## src/rtl/cache_refill_arbiter.sv

```systemverilog
// Shares one AXI read channel between the icache and dcache refill ports.
// One 4-beat INCR burst per granted miss, one burst outstanding at a time;
// matching beats are packed into the requester's 128-bit line register.
//
// state | meaning
// IDLE  | pick a winner (round-robin on contention), accept its request
// AR    | arvalid high, address/id held until arready
// R     | rready high, store beats with matching rid until rlast
// RET   | one-cycle ret_valid pulse to the granted port
module cache_refill_arbiter #(
  parameter logic [3:0] ICACHE_ID = 4'd0,
  parameter logic [3:0] DCACHE_ID = 4'd1
) (
  input  logic         clk,
  input  logic         reset,
  input  logic         icache_rd_req,
  input  logic [31:0]  icache_rd_addr,
  output logic         icache_rd_rdy,
  output logic         icache_ret_valid,
  output logic [127:0] icache_ret_data,
  input  logic         dcache_rd_req,
  input  logic [31:0]  dcache_rd_addr,
  output logic         dcache_rd_rdy,
  output logic         dcache_ret_valid,
  output logic [127:0] dcache_ret_data,
  output logic [3:0]   arid,
  output logic [31:0]  araddr,
  output logic         arvalid,
  input  logic         arready,
  input  logic [3:0]   rid,
  input  logic [31:0]  rdata,
  input  logic         rlast,
  input  logic         rvalid,
  output logic         rready
);

  typedef enum logic [1:0] {IDLE, AR, R, RET} state_t;

  state_t     state;
  logic       last_grant;  // 0: icache, 1: dcache
  logic       grant;       // port owning the current burst, same encoding
  logic [1:0] cnt;
  logic       i_win;
  logic       d_win;

  // Line offset bits of the miss addresses are never needed.
  logic unused_addr_bits;
  assign unused_addr_bits = ^{icache_rd_addr[3:0], dcache_rd_addr[3:0]};

  // Winner selection in IDLE: a lone requester wins, contention goes to the
  // port that was not granted last.
  always_comb begin
    i_win = 1'b0;
    d_win = 1'b0;
    if (state == IDLE && !reset) begin
      if (icache_rd_req && dcache_rd_req) begin
        if (last_grant) i_win = 1'b1;
        else            d_win = 1'b1;
      end else if (icache_rd_req) begin
        i_win = 1'b1;
      end else if (dcache_rd_req) begin
        d_win = 1'b1;
      end
    end
  end

  assign icache_rd_rdy = i_win;
  assign dcache_rd_rdy = d_win;

  // Burst sequencing, line assembly and all registered outputs.
  always_ff @(posedge clk) begin
    if (reset) begin
      state            <= IDLE;
      last_grant       <= 1'b0;
      grant            <= 1'b0;
      cnt              <= 2'd0;
      arvalid          <= 1'b0;
      rready           <= 1'b0;
      arid             <= 4'd0;
      araddr           <= 32'd0;
      icache_ret_valid <= 1'b0;
      dcache_ret_valid <= 1'b0;
      icache_ret_data  <= 128'd0;
      dcache_ret_data  <= 128'd0;
    end else begin
      icache_ret_valid <= 1'b0;
      dcache_ret_valid <= 1'b0;
      case (state)
        IDLE: begin
          if (i_win || d_win) begin
            araddr     <= i_win ? {icache_rd_addr[31:4], 4'b0000}
                                : {dcache_rd_addr[31:4], 4'b0000};
            arid       <= i_win ? ICACHE_ID : DCACHE_ID;
            grant      <= d_win;
            last_grant <= d_win;
            cnt        <= 2'd0;
            arvalid    <= 1'b1;
            state      <= AR;
          end
        end
        AR: begin
          if (arready) begin
            arvalid <= 1'b0;
            rready  <= 1'b1;
            state   <= R;
          end
        end
        R: begin
          // Beats carrying a foreign id are drained but otherwise ignored.
          if (rvalid && rid == arid) begin
            if (grant) dcache_ret_data[{cnt, 5'd0} +: 32] <= rdata;
            else       icache_ret_data[{cnt, 5'd0} +: 32] <= rdata;
            cnt <= cnt + 2'd1;
            if (rlast) begin
              rready <= 1'b0;
              if (grant) dcache_ret_valid <= 1'b1;
              else       icache_ret_valid <= 1'b1;
              state <= RET;
            end
          end
        end
        RET: begin
          state <= IDLE;
        end
        default: begin
          state <= IDLE;
        end
      endcase
    end
  end

endmodule

```

## config.mk

```make
export PLATFORM = sky130hd
export DESIGN_NAME = cache_refill_arbiter
export DESIGN_NICKNAME = d
export VERILOG_FILES = /design/src/rtl/cache_refill_arbiter.sv
export SDC_FILE = /design/constraint.sdc
export NUM_CORES = 1
export LEC_CHECK = 0
export BUFFER_PORTS_ARGS = -buffer_cell sky130_fd_sc_hd__buf_2
export CAP_MARGIN = 20
export CORE_AREA = 2 2 158 160
export DETAILED_ROUTE_END_ITERATION = 10
export DIE_AREA = 0 0 160 162
export PLACE_DENSITY = 0.8
export SLEW_MARGIN = 0
export SYNTH_ARGS = -nofsm -noshare
export SYNTH_HDL_FRONTEND = slang
export SYNTH_SLANG_ARGS = --single-unit
```

## constraint.sdc

```tcl
create_clock -name clk -period 3.05 [get_ports clk]
set_input_delay 0.61 -clock clk [delete_from_list [all_inputs] [get_ports clk]]
set_output_delay 0.61 -clock clk [all_outputs]
set_load 0.005 [all_outputs]
```

==> results of run 1 <==
final timing paths:
path	start	endpoint	slack, ns	cells after the start
hold reg to reg	icache_ret_data[104]$_SDFFE_PP0P_	icache_ret_data[104]$_SDFFE_PP0P_	0.45	2
setup / recovery	state[0]$_SDFFE_PP0P_	dcache_rd_rdy	0.59	5
setup reg to reg	cnt[0]$_SDFFE_PP0P_	dcache_ret_data[19]$_SDFFE_PP0P_	0.69	6
hold / removal	arready	rready$_SDFFE_PP0P_	0.36	3
cell type report:
class / instances / area [um^2] / share of cell area
clock inverters: 10 / 111.4 / 0.007814
diodes: 1 / 2.502 / 0.0001756
well taps: 324 / 405.4 / 0.02845
multi-input cells: 769 / 4730 / 0.3319
flip-flops and latches: 294 / 5886 / 0.4130
repair buffers: 419 / 2237 / 0.1570
clock buffers: 42 / 835.8 / 0.05865
inverters: 11 / 43.79 / 0.003073
cell usage in the layout, fill, tap and decap left out, drive strengths merged, types with 2 or more instances in the layout:
cell type / count
ha: 7
nor2: 35
o21a: 3
buf: 419
bufinv: 2
clkbuf: 42
nand2: 259
clkinv: 8
and3: 2
mux2i: 124
dfxtp: 294
a22o: 64
nor3: 7
a21oi: 66
a31oi: 3
nand4: 5
or3: 2
o21ai: 37
conb: 7
nand3: 99
a41oi: 2
nor4b: 4
a211oi: 28
inv: 11
metal layers:
layer  up-vias  share of wire  track usage
li1       4747              -            -
met1      4656           0.39       0.3114
met2       512           0.48       0.4461
met3        98          0.092      0.06256
met4         0          0.043       0.1179
met5         -              0            0
registers in the layout, summed over array words and instances, names as in the netlist:
name / flops
arvalid: 1
dcache_ret_valid: 1
dcache_ret_data: 128
rready: 1
grant: 1
icache_ret_valid: 1
araddr: 28
cnt: 2
state: 2
arid: 1
icache_ret_data: 128
logic make-up (layout without fill, tap and decap cells):
group                    count (synthesis)  in the layout  synth area share
XOR/XNOR                                 1              1         0.0007831
buffers and inverters                  116            482           0.05660
AND/OR/NAND/NOR                        420            420            0.1686
adder cells (fa/ha/maj)                  7              7          0.007830
other                                    1              8         0.0003352
multiplexers                           124            124            0.1110
flip-flops                             294            294            0.5262
AO/OA/AOI/OAI                          210            210            0.1287
critical path, stage by stage (launching register included):
cell and delay [ns]:
dfxtp_1 0.32, inv_1 0.09, ha_1 0.23, nor2b_1 0.25
and3_1 0.27, buf_2 0.15
metrics by stage:
step                power (W)  hold WS, ns
finish               0.008484       0.3615
global route         0.008798       0.3845
CTS                  0.008532       0.3327
detailed placement   0.005012       0.4419
global placement     0.004989       0.4341
floorplan            0.004645       0.4447
power groups by stage:
stage                     logic [W]  registers (W)  clock network (W)
after floorplan            0.000520        0.00413                  0
after global placement     0.000863        0.00413                  0
after detailed placement   0.000883        0.00413                  0
after CTS                  0.000885        0.00405            0.00360
after global routing       0.000974        0.00406            0.00376
final                      0.000888        0.00405            0.00355
==> impl_metrics.py, run 1 <==
metrics = {
    "global_route": {
        "grt_overflow": 0,
        "track_usage": 0.2603,
        "grt_max_degree": 78,
        "antenna_found_initial": 1,
        "grt_pass1_vias": 9738,
        "grt_pass1_wl_um": 53360,
    },
    "timing": {
        "finalCriticalPeriod_ns": 2.461,
        "rsz0062_at_grt": "false",
        "fin_worst_skew_ns": 0.02074,
        "drv_slew": 0,
        "finalSetupTns_ns": 0,
        "max_slew_margin": 0.5548,
        "fmax_mhz": 406.3,
        "hold_viol_final": 0,
        "setup_ws_ns": 0.5889,
        "finalSetupViolations": 0,
        "fin_crit_sh": 0.8069,
        "tightest_slew_ns": 0.6677,
    },
    "clocking": {
        "root_buffer": "clkbuf_16",
        "cts_max_path_buffers": 3,
        "cts_buffers": 30,
        "clock_latency_ns": 0.55,
        "h-tree-depth": 1,
        "clock-sinks": 294,
        "cts_resized": 0,
        "post_cts_buffers": 0,
        "clkTransAtPathRegs_ns": 0.06,
        "ctsHoldBuffers": 0,
        "cts_tree": "built",
    },
    "logic_synthesis": {
        "yosysWarnings": 0,
        "yosysSeqAreaShare": 0.5262,
        "synth_edf_count": 0,
        "syn_area_mm2": 0.01119,
        "yosysUniqueCellTypes": 45,
        "netlist_instances": 1173,
        "synth_ff_type": "dfxtp_1",
        "postSynthAreaPerCell_um2": 9.536,
        "yosysTopAreaCell": "dfxtp_1",
        "synth_area_leaders": "dfxtp_1 (53%), mux2i_1 (11%), nand2_1 (8.7%)",
        "ys_seq_elements": 294,
        "ys_async_sr_fraction": 0,
        "synth_top_cell_area_share": 0.5262,
        "synth_common_cells": "dfxtp_1 (294), nand2_1 (259), mux2i_1 (124)",
        "synth_most_common_cell": "dfxtp_1",
    },
    "critical_path": {
        "critPathArrivalTime_ns": 1.85,
        "crit_path_max_fanout": 5,
        "crit_type": "reg2out",
        "required_ns": 2.44,
        "endpoint_kind": "output port",
        "start_kind": "flip-flop",
    },
    "floorplanning": {
        "die_area_mm2": 0.02592,
        "start_util": 0.4640,
        "coreArea_mm2": 0.02411,
        "fp.dieH_um": 162,
        "num_rows": 57,
        "pin_count": 405,
        "die_w_um": 160,
    },
    "power_and_ir_drop": {
        "internal_power_w": 0.006374,
        "power_leakage_nw": 7.021,
        "ir_worst_vdd_v": 0.0004462,
        "cellPowerDensity_mw_per_mm2": 595.3,
        "seq_power_share": 0.477,
        "combinationalPowerShare": 0.105,
        "switching_share": 0.2487,
        "switchingPower_w": 0.002110,
        "p_clk_frac": 0.418,
    },
    "outcome": {
        "outcome": "finished, final reports clean",
    },
    "detailed_routing": {
        "drt_iter0_drc": 801,
        "viasPerCell": 5.355,
        "vias": 10010,
        "drcViolationCount": 0,
        "postRouteAntennaNets": 0,
        "detail_route.wl_per_cell_um": 18.97,
        "drtPass1Iterations": 8,
        "wl_um": 35470,
    },
    "worst_hold_path": {
        "min_path_type": "in2reg",
    },
    "run": {
        "maxCapViolCount": 0,
    },
    "place": {
        "dpl_cell_area_mm2": 0.01330,
        "io_buffers": 389,
        "placed_cells": 1817,
        "dpl.hpwl_um": 24830,
        "place.gp.congestion": 0.8569,
        "pre_cts_slack_ns": 0.3113,
    },
    "final_layout": {
        "postLayoutCellArea_mm2": 0.01425,
        "n_fill_cell": 2114,
        "area_delta_synth_final_pct": 27.41,
        "final_util": 0.5912,
        "final_cells": 1870,
        "drive_above_1_share": 0.3113,
        "finalNetCount": 1639,
    },
}
(Power assumes the default switching activity.)
==> run 2: changes to the inputs <==
==> constraint.sdc (replaced) <==
create_clock -name clk -period 2.5 [get_ports clk]
set_input_delay 0.5 -clock clk [delete_from_list [all_inputs] [get_ports clk]]
set_output_delay 0.5 -clock clk [all_outputs]
set_load 0.005 [all_outputs]
==> impl_metrics.py, run 2 (same netlist as run 1, synthesis figures left out) <==
metrics = {
    "clocking": {
        "ctsHoldBuffers": 0,
        "cts_tree": "built",
        "cts_max_path_buffers": 3,
        "root_buffer": "clkbuf_16",
        "clock-sinks": 294,
        "clkTransAtPathRegs_ns": 0.07,
        "h-tree-depth": 1,
        "cts_buffers": 30,
        "clock_latency_ns": 0.56,
    },
    "timing": {
        "hold_viol_final": 0,
        "drv_slew": 0,
        "finalSetupTns_ns": 0,
        "finalCriticalPeriod_ns": 2.346,
        "rsz0062_at_grt": "false",
        "fin_worst_skew_ns": 0.02823,
        "max_slew_margin": 0.6240,
        "fmax_mhz": 426.2,
        "setup_ws_ns": 0.1535,
        "fin_crit_sh": 0.9386,
        "tightest_slew_ns": 0.5640,
        "finalSetupViolations": 0,
    },
    "final_layout": {
        "final_cells": 1876,
        "final_common_cell": "buf_2",
        "n_antenna_cell": 0,
        "n_fill_cell": 2063,
        "finalNetCount": 1643,
        "area_delta_synth_final_pct": 29.59,
        "drive_above_1_share": 0.3164,
        "largestRegisters": "dcache_ret_data x128, icache_ret_data x128, araddr x28",
        "final_cell_mix": "buf_2 (388), dfxtp_1 (294), nand2_1 (259), mux2i_1 (124), nand3_1 (98)",
        "final_util": 0.6013,
    },
    "global_route": {
        "grt_max_degree": 65,
        "track_usage": 0.2578,
        "grt_pass1_vias": 9523,
        "grt_overflow": 0,
        "antenna_found_initial": 0,
        "grt_pass1_wl_um": 53070,
    },
    "critical_path": {
        "crit_start": "state[1]$_SDFFE_PP0P_",
        "r2r_slack_ns": 0.45,
        "r2r.worst_path.cells": 6,
        "crit_type": "reg2out",
        "crit_path_max_fanout": 5,
        "r2r-end": "icache_ret_data[19]$_SDFFE_PP0P_",
        "required_ns": 2.00,
        "endpoint_kind": "output port",
        "start_kind": "flip-flop",
        "regToRegStartpoint": "cnt[1]$_SDFFE_PP0P_",
        "critPathArrivalTime_ns": 1.85,
        "crit_end": "dcache_rd_rdy",
    },
    "detailed_routing": {
        "drt_iter0_drc": 774,
        "drtPass1Iterations": 5,
        "drcViolationCount": 0,
        "detail_route.wl_per_cell_um": 18.78,
        "wl_um": 35240,
        "postRouteAntennaNets": 0,
        "viasPerCell": 5.342,
        "vias": 10020,
    },
    "place": {
        "dpl.hpwl_um": 24530,
        "pre_cts_slack_ns": 0.1042,
        "place.gp.congestion": 0.8653,
        "io_buffers": 389,
        "placed_cells": 1821,
    },
    "floorplanning": {
        "pin_count": 405,
        "die_area_mm2": 0.02592,
        "die_w_um": 160,
        "fp.dieH_um": 162,
        "num_rows": 57,
        "start_util": 0.4640,
        "coreArea_mm2": 0.02411,
    },
    "outcome": {
        "outcome": "finished, final reports clean",
    },
    "power_and_ir_drop": {
        "internal_power_w": 0.008100,
        "switching_share": 0.2452,
        "seq_power_share": 0.460,
        "cellPowerDensity_mw_per_mm2": 740.4,
        "p_clk_frac": 0.436,
        "ir_worst_vdd_v": 0.0005604,
        "power_leakage_nw": 7.123,
        "switchingPower_w": 0.002631,
        "combinationalPowerShare": 0.104,
    },
    "worst_hold_path": {
        "min_path_type": "in2reg",
    },
    "run": {
        "maxCapViolCount": 0,
    },
}
run 2: how the worst min path moves through the flow:
stage                                     start                               end  slack, ns  depth (start not counted)
2_1_floorplan  dcache_ret_data[88]$_SDFFE_PP0P_  dcache_ret_data[88]$_SDFFE_PP0P_       0.44                          2
6_report                               rdata[6]  icache_ret_data[70]$_SDFFE_PP0P_       0.26                          3
3_5_place_dp   dcache_ret_data[94]$_SDFFE_PP0P_  dcache_ret_data[94]$_SDFFE_PP0P_       0.44                          2
4_1_cts                               rdata[28]  icache_ret_data[92]$_SDFFE_PP0P_       0.24                          3
3_3_place_gp   dcache_ret_data[89]$_SDFFE_PP0P_  dcache_ret_data[89]$_SDFFE_PP0P_       0.43                          2
5_1_grt                               rdata[28]  icache_ret_data[92]$_SDFFE_PP0P_       0.27                          3
run 2: critical path: stages, from the launching register on:
cell and delay, ns:
dfxtp_1 0.31, inv_1 0.09, ha_1 0.23, nor2b_2 0.25, and3_1 0.27, buf_2 0.14
run 2: per-layer routing:
layer	global-route usage	routed length [um]	vias to the layer above
li1	-	-	4745
met1	0.3159	13870	4734
met2	0.4530	17230	475
met3	0.05414	3046	68
met4	0.08722	1093	0
met5	0	0	-
run 2: power groups by stage:
stage	Combinational [W]	Clock, W	Sequential [W]
3_5_place_dp	0.00111	0	0.00504
3_3_place_gp	0.00108	0	0.00503
2_1_floorplan	0.000634	0	0.00503
4_1_cts	0.00111	0.00474	0.00494
5_1_grt	0.00123	0.00495	0.00495
6_report	0.00112	0.00467	0.00494
run 2: repair_timing:
item / CTS / global route
endpoints found under the setup margin: 0 / 1
endpoints found under the hold margin: 0 / 0
buffers inserted: 0 / 0
resized for setup: 0 / 2
run 2: final cells by class:
cell class | instances | area, um^2 | share of cell area
clock buffer | 43 | 869.6 | 0.05999
clock inverter | 12 | 171.4 | 0.01183
inverter | 11 | 43.79 | 0.003021
multi-input combinational | 769 | 4740 | 0.3270
sequential | 294 | 5886 | 0.4060
tap | 324 | 405.4 | 0.02797
timing repair buffer | 423 | 2380 | 0.1642
run 2: stage by stage:
stage | area (um^2) | hold slack (ns) | power (W)
2_1_floorplan | 11210 | 0.4447 | 0.005667
3_3_place_gp | 13440 | 0.4344 | 0.006109
4_1_cts | 14490 | 0.2387 | 0.01079
6_report | 14500 | 0.2617 | 0.01073
5_1_grt | 14500 | 0.2694 | 0.01113
3_5_place_dp | 13440 | 0.4392 | 0.006141
